--- src/rtl/comm_rx_if.sv ---
// comm_rx_if -- bundles the serial line, CPU consume strobe and receiver
// status outputs of comm_rx.
//   c_rx        serial line from the transmitter (idle high, asynchronous)
//   rd_i        one-cycle consume strobe from the CPU side
//   data_o      last received byte
//   valid_o     unread byte present in data_o
//   busy_o      frame reception in progress
//   frame_err_o sticky: last frame had a low stop bit
//   overrun_o   sticky: a byte was overwritten while valid_o was set
// Modports: slave = receiver, master = line driver / CPU side.
interface comm_rx_if;
  logic       c_rx;
  logic       rd_i;
  logic [7:0] data_o;
  logic       valid_o;
  logic       busy_o;
  logic       frame_err_o;
  logic       overrun_o;

  modport master (
    output c_rx, rd_i,
    input  data_o, valid_o, busy_o, frame_err_o, overrun_o
  );

  modport slave (
    input  c_rx, rd_i,
    output data_o, valid_o, busy_o, frame_err_o, overrun_o
  );
endinterface

--- src/rtl/comm_rx.sv ---
// comm_rx -- 8N1 serial receiver with 16x oversampling.
// Ports:
//   sys_clk_i  system clock, rising edge
//   sys_rst_i  asynchronous active-high reset
//   bus        comm_rx_if.slave: c_rx, rd_i in; data_o, valid_o, busy_o,
//              frame_err_o, overrun_o out
// Parameter BAUD_DIV: system clocks per oversample tick (16 ticks per bit).
module comm_rx #(
  parameter int BAUD_DIV = 27
) (
  input  logic       sys_clk_i,
  input  logic       sys_rst_i,
  comm_rx_if.slave   bus
);

  localparam int             TW       = (BAUD_DIV > 1) ? $clog2(BAUD_DIV) : 1;
  localparam logic [TW-1:0]  TICK_MAX = TW'(BAUD_DIV - 1);

  localparam logic [2:0] IDLE      = 3'd0;
  localparam logic [2:0] START     = 3'd1;
  localparam logic [2:0] DATA      = 3'd2;
  localparam logic [2:0] STOP      = 3'd3;
  localparam logic [2:0] WAIT_IDLE = 3'd4;

  logic          rx_p0, rx_p1;
  logic [TW-1:0] tick_cnt;
  logic          tick;
  logic [2:0]    state, state_nxt;
  logic [3:0]    samp_cnt, samp_nxt;
  logic [2:0]    bit_cnt, bit_nxt;
  logic [7:0]    shift_reg, shift_nxt;
  logic          stop_good, stop_bad;
  logic [7:0]    data_q;
  logic          valid_q, busy_q, ferr_q, ovr_q;

  assign tick = (tick_cnt == TICK_MAX);

  // Stage p0/p1: two-flop synchronizer on the asynchronous line; only rx_p1
  // is used for decoding.

  // Frame decoder: the start bit is confirmed on its 8th tick (mid bit), and
  // every later bit is sampled 16 ticks after the previous sample point.
  always_comb begin
    state_nxt = state;
    samp_nxt  = samp_cnt;
    bit_nxt   = bit_cnt;
    shift_nxt = shift_reg;
    stop_good = 1'b0;
    stop_bad  = 1'b0;
    case (state)
      IDLE: begin
        if (!rx_p1) begin
          state_nxt = START;
          samp_nxt  = 4'd0;
        end
      end
      START: begin
        if (tick) begin
          if (samp_cnt == 4'd7) begin
            samp_nxt = 4'd0;
            bit_nxt  = 3'd0;
            // A line already back high at mid start bit was a glitch.
            state_nxt = rx_p1 ? IDLE : DATA;
          end else begin
            samp_nxt = samp_cnt + 4'd1;
          end
        end
      end
      DATA: begin
        if (tick) begin
          samp_nxt = samp_cnt + 4'd1;
          if (samp_cnt == 4'd15) begin
            shift_nxt = {rx_p1, shift_reg[7:1]};
            bit_nxt   = bit_cnt + 3'd1;
            if (bit_cnt == 3'd7) state_nxt = STOP;
          end
        end
      end
      STOP: begin
        if (tick) begin
          samp_nxt = samp_cnt + 4'd1;
          if (samp_cnt == 4'd15) begin
            if (rx_p1) begin
              stop_good = 1'b1;
              state_nxt = IDLE;
            end else begin
              stop_bad  = 1'b1;
              state_nxt = WAIT_IDLE;
            end
          end
        end
      end
      WAIT_IDLE: begin
        // A held-low line (break) reports once, then waits for idle.
        if (rx_p1) state_nxt = IDLE;
      end
      default: state_nxt = IDLE;
    endcase
  end

  always_ff @(posedge sys_clk_i or posedge sys_rst_i) begin
    if (sys_rst_i) begin
      rx_p0     <= 1'b1;
      rx_p1     <= 1'b1;
      tick_cnt  <= '0;
      state     <= IDLE;
      samp_cnt  <= 4'd0;
      bit_cnt   <= 3'd0;
      shift_reg <= 8'h00;
      data_q    <= 8'h00;
      valid_q   <= 1'b0;
      busy_q    <= 1'b0;
      ferr_q    <= 1'b0;
      ovr_q     <= 1'b0;
    end else begin
      rx_p0     <= bus.c_rx;
      rx_p1     <= rx_p0;
      tick_cnt  <= tick ? '0 : tick_cnt + 1'b1;
      state     <= state_nxt;
      busy_q    <= (state_nxt != IDLE);
      samp_cnt  <= samp_nxt;
      bit_cnt   <= bit_nxt;
      shift_reg <= shift_nxt;

      // Stage output: a read clears status; a completing frame on the same
      // edge takes priority over the read.
      if (bus.rd_i) begin
        valid_q <= 1'b0;
        ferr_q  <= 1'b0;
        ovr_q   <= 1'b0;
      end
      if (stop_good) begin
        data_q  <= shift_reg;
        valid_q <= 1'b1;
        ferr_q  <= 1'b0;
        ovr_q   <= valid_q & ~bus.rd_i;
      end else if (stop_bad) begin
        ferr_q  <= 1'b1;
      end
    end
  end

  assign bus.data_o      = data_q;
  assign bus.valid_o     = valid_q;
  assign bus.busy_o      = busy_q;
  assign bus.frame_err_o = ferr_q;
  assign bus.overrun_o   = ovr_q;

endmodule

--- src/flat_wrapper.sv ---
// flat-port wrapper written by rule: the top's interface ports become plain ports
module comm_rx_flat 
#(
  parameter int BAUD_DIV = 27
)
  (sys_clk_i, sys_rst_i, bus_c_rx, bus_rd_i, bus_data_o, bus_valid_o, bus_busy_o, bus_frame_err_o, bus_overrun_o);
  comm_rx_if bus_i ();
  input  logic sys_clk_i;
  input  logic sys_rst_i;
  input wire logic [$bits(bus_i.c_rx)-1:0] bus_c_rx;
  input wire logic [$bits(bus_i.rd_i)-1:0] bus_rd_i;
  output wire logic [$bits(bus_i.data_o)-1:0] bus_data_o;
  output wire logic [$bits(bus_i.valid_o)-1:0] bus_valid_o;
  output wire logic [$bits(bus_i.busy_o)-1:0] bus_busy_o;
  output wire logic [$bits(bus_i.frame_err_o)-1:0] bus_frame_err_o;
  output wire logic [$bits(bus_i.overrun_o)-1:0] bus_overrun_o;
  assign bus_i.c_rx = bus_c_rx;
  assign bus_i.rd_i = bus_rd_i;
  assign bus_data_o = bus_i.data_o;
  assign bus_valid_o = bus_i.valid_o;
  assign bus_busy_o = bus_i.busy_o;
  assign bus_frame_err_o = bus_i.frame_err_o;
  assign bus_overrun_o = bus_i.overrun_o;
  comm_rx #(.BAUD_DIV(BAUD_DIV)) u_core (.sys_clk_i(sys_clk_i), .sys_rst_i(sys_rst_i), .bus(bus_i));
endmodule
--- config.mk ---
export PLATFORM = sky130hd
export DESIGN_NAME = comm_rx_flat
export DESIGN_NICKNAME = d
export VERILOG_FILES = /design/src/rtl/comm_rx_if.sv /design/src/rtl/comm_rx.sv /design/src/flat_wrapper.sv
export SDC_FILE = /design/constraint.sdc
export NUM_CORES = 1
export LEC_CHECK = 0
export ABC_AREA = 1
export CAP_MARGIN = 5
export CELL_PAD_IN_SITES_DETAIL_PLACEMENT = 1
export CELL_PAD_IN_SITES_GLOBAL_PLACEMENT = 1
export CORE_UTILIZATION = 35
export CTS_BUF_LIST = sky130_fd_sc_hd__clkbuf_4 sky130_fd_sc_hd__clkbuf_8 sky130_fd_sc_hd__clkbuf_16
export CTS_CLUSTER_SIZE = 24
export DETAILED_ROUTE_END_ITERATION = 7
export PLACE_DENSITY_LB_ADDON = 0.1
export SETUP_SLACK_MARGIN = 0.05
export SLEW_MARGIN = 40
export SYNTH_ARGS = -nofsm -noshare
export SYNTH_HDL_FRONTEND = slang
export SYNTH_SLANG_ARGS = --single-unit
--- constraint.sdc ---
create_clock -name sys_clk_i -period 2.2 [get_ports sys_clk_i]
set_input_delay 0.22 -clock sys_clk_i [delete_from_list [all_inputs] [get_ports sys_clk_i]]
set_output_delay 0.22 -clock sys_clk_i [all_outputs]
set_load 0.02 [all_outputs]
==> results.toml <==
[run]
drv_cap = 0

[synth]
synth_simple_gate_area_share = 0.2214
avgSynthCellArea_um2 = 9.491
synth_mux_area_frac = 0
yosysWarnings = 0
yosys.area_share.xor_xnor = 0.01529
syn_area_um2 = 1718
ys_seq_area_frac = 0.5404
synth_top_family_by_area = "simple AND/OR/NAND/NOR gates"
synth_cell_types = 27
synthAdderAreaFrac = 0.03642
synth-seq-cells = 37
synth-compound-area-share = 0.1012
synth_cells = 181
syn_nets = 190

[layout]
layout_commonest_cell = "nand2_1"
n_antenna_cell = 0
final_cell_mix = "38 x nand2_1, 35 x dfrtp_1, 23 x inv_1"
layout-drive-gt1-share = 0.1832
fin_util = 0.4265
fin_cells = 269
final_nets = 210
stdcell_area_um2 = 2014
synthToLayoutAreaGrowth_pct = 17.26

[power_and_ir_drop]
powerDensity_nw_per_um2 = 597.7
p_sw_mw = 0.2606
p_clk_frac = 0.413
power.leakage_nw = 0.9636
p_sw_frac = 0.2165
power_mw = 1.204
pwr-share-seq = 0.569
intPower_mw = 0.9434
ir_drop_uv = 285.9
combPwrFrac = 0.018

[critical_path]
cp.buffers_inverters = 1
end_kind = "flip-flop"
critical_path.top_delay_family = "simple AND/OR/NAND/NOR gates"
path_cells = "ha_1, nand3_1, inv_2, nand3_2, or2_0, nand2_1"
worstPathMaxFanout = 18
criticalPathCategory = "reg -> reg"
cp-start-kind = "flip-flop"
cp.arrival_ns = 1.96
required_ns = 2.42
slowest_stage = "dfrtp_1"
critPathMaxStageDelay_ns = 0.38

[floorplan]
die_y_um = 72.06
boundaryPins = 16
core-area_um2 = 4723
rows = 25
die_area_um2 = 5193
start_util = 0.3637
die_w_um = 72.06

[hold_path]
min_path_type = "in -> async"

[global_routing]
use_met3 = 0.03750
antenna_found_initial = 0
globalRouteMet1Util = 0.1971
grt_pass1_vias = 1335
grt_max_degree = 38
grt.overflow.total = 0
grt.busiest_layer = "met2"
grt_pass1_wl_um = 6237
met2_usage = 0.2596
grt_use_total = 0.1534

[placed_design]
dp.cells = 261
portBuffers = 15
place_area_um2 = 1918
place.gp.congestion = 0.7434
hpwl_um = 2554

[clock_tree]
clk_pin_slew_ns = 0.08
cts-root-buf = "clkbuf_8"
cts.sinks = 37
cts_buffers = 5
insertion_delay_ns = 0.29
htree_num_levels = 2
post_cts_resized = 0
clk_path_buf_depth = 2
cts_tree = "built"
postCtsSetupRepairBufs = 0
cts_hold_buf = 0

[drt]
wire_per_inst_um = 12.78
wirelength_um = 3439
vias = 1246
first_pass_iters = 4
avgViaCountPerCell = 4.632
antenna_left = 0
drc = 0
drtIter0Drc = 40

[sta]
finalHoldViolations = 0
finalCriticalPeriod_ns = 1.733
fin_tns_setup_ns = 0
post-route-period-util = 0.7876
finalSetupViolations = 0
drv_slew = 0
relSlewSlack = 0.6853
fmax_mhz = 577.2
rsz0062_at_grt = "no"
clock_skew_ns = 0.01241
worst_slew_pin_slew_ns = 0.4721

[outcome]
status = "finished, final reports clean"
logic make-up after synthesis:
kind of cell | after synthesis
adder cells (fa/ha/maj) | 5
XOR/XNOR | 3
AND/OR/NAND/NOR | 80
buffers and inverters | 30
AO/OA/AOI/OAI | 26
flip-flops | 37
area by class of cell:
cell class	instances	area [um^2]
tap	67	83.83
clock inverter	2	13.76
timing repair buffer	17	165.2
fill	543	2709
multi-input combinational	114	643.1
inverter	26	97.59
sequential	37	928.4
clock buffer	6	82.58
power by group through the flow:
stage / Clock (mW) / Combinational, mW / Sequential, mW
CTS: 0.516 / 0.0237 / 0.685
global placement: 0 / 0.0227 / 0.699
finish: 0.497 / 0.0222 / 0.685
floorplan: 0 / 0.0120 / 0.698
detailed placement: 0 / 0.0238 / 0.698
global route: 0.543 / 0.0260 / 0.685
synthesized netlist by cell type, drive strengths merged:
| master | n | area (um^2) |
|---|---|---|
| o21ai | 21 | 138.9 |
| a31oi | 1 | 12.51 |
| nand2 | 44 | 185.2 |
| o211ai | 1 | 7.510 |
| nand4 | 3 | 33.78 |
| ha | 5 | 62.56 |
| nor2 | 20 | 90.09 |
| xnor2 | 1 | 8.760 |
| buf | 4 | 48.79 |
| xor2 | 2 | 17.52 |
| dfstp | 2 | 52.55 |
| a21oi | 3 | 15.01 |
| or2 | 1 | 6.260 |
| nor3 | 1 | 5.000 |
| dfrtp | 35 | 875.8 |
| inv | 26 | 97.59 |
| nand3 | 11 | 60.06 |
routing by layer:
layer	share of wire	vias up	routed length (um)
met5	0	-	0
met4	0.012	0	42
met3	0.026	6	91
met2	0.51	15	1745
met1	0.45	618	1559
li1	-	607	-
through the flow:
stage | setup WS (ns) | hold slack [ns]
floorplan | 0.7815 | 0.2245
global placement | 0.5787 | 0.3455
detailed placement | 0.4809 | 0.3496
CTS | 0.4492 | 0.3453
global route | 0.2952 | 0.3442
finish | 0.4673 | 0.3416
tightest hold or removal path, cell delays in order:
cell and delay, ns:
clkdlybuf4s50_1 0.39, inv_1 0.05, buf_4 0.40
final timing paths:
check	slack, ns	depth (start not counted)	from	to
max	0.47	6	u_core.samp_cnt[1]	u_core.bit_cnt[0]
min	0.34	3	sys_rst_i	u_core.bus.data_o[0]
max reg2reg	0.47	6	u_core.samp_cnt[1]	u_core.bit_cnt[0]
min reg2reg	0.36	0	u_core.rx_p0	u_core.rx_p1
max in group asynchronous	1.50	3	sys_rst_i	u_core.rx_p1
min in group sys_clk_i	0.35	1	bus_c_rx	u_core.rx_p0
Power figures use the tool's default switching activity.
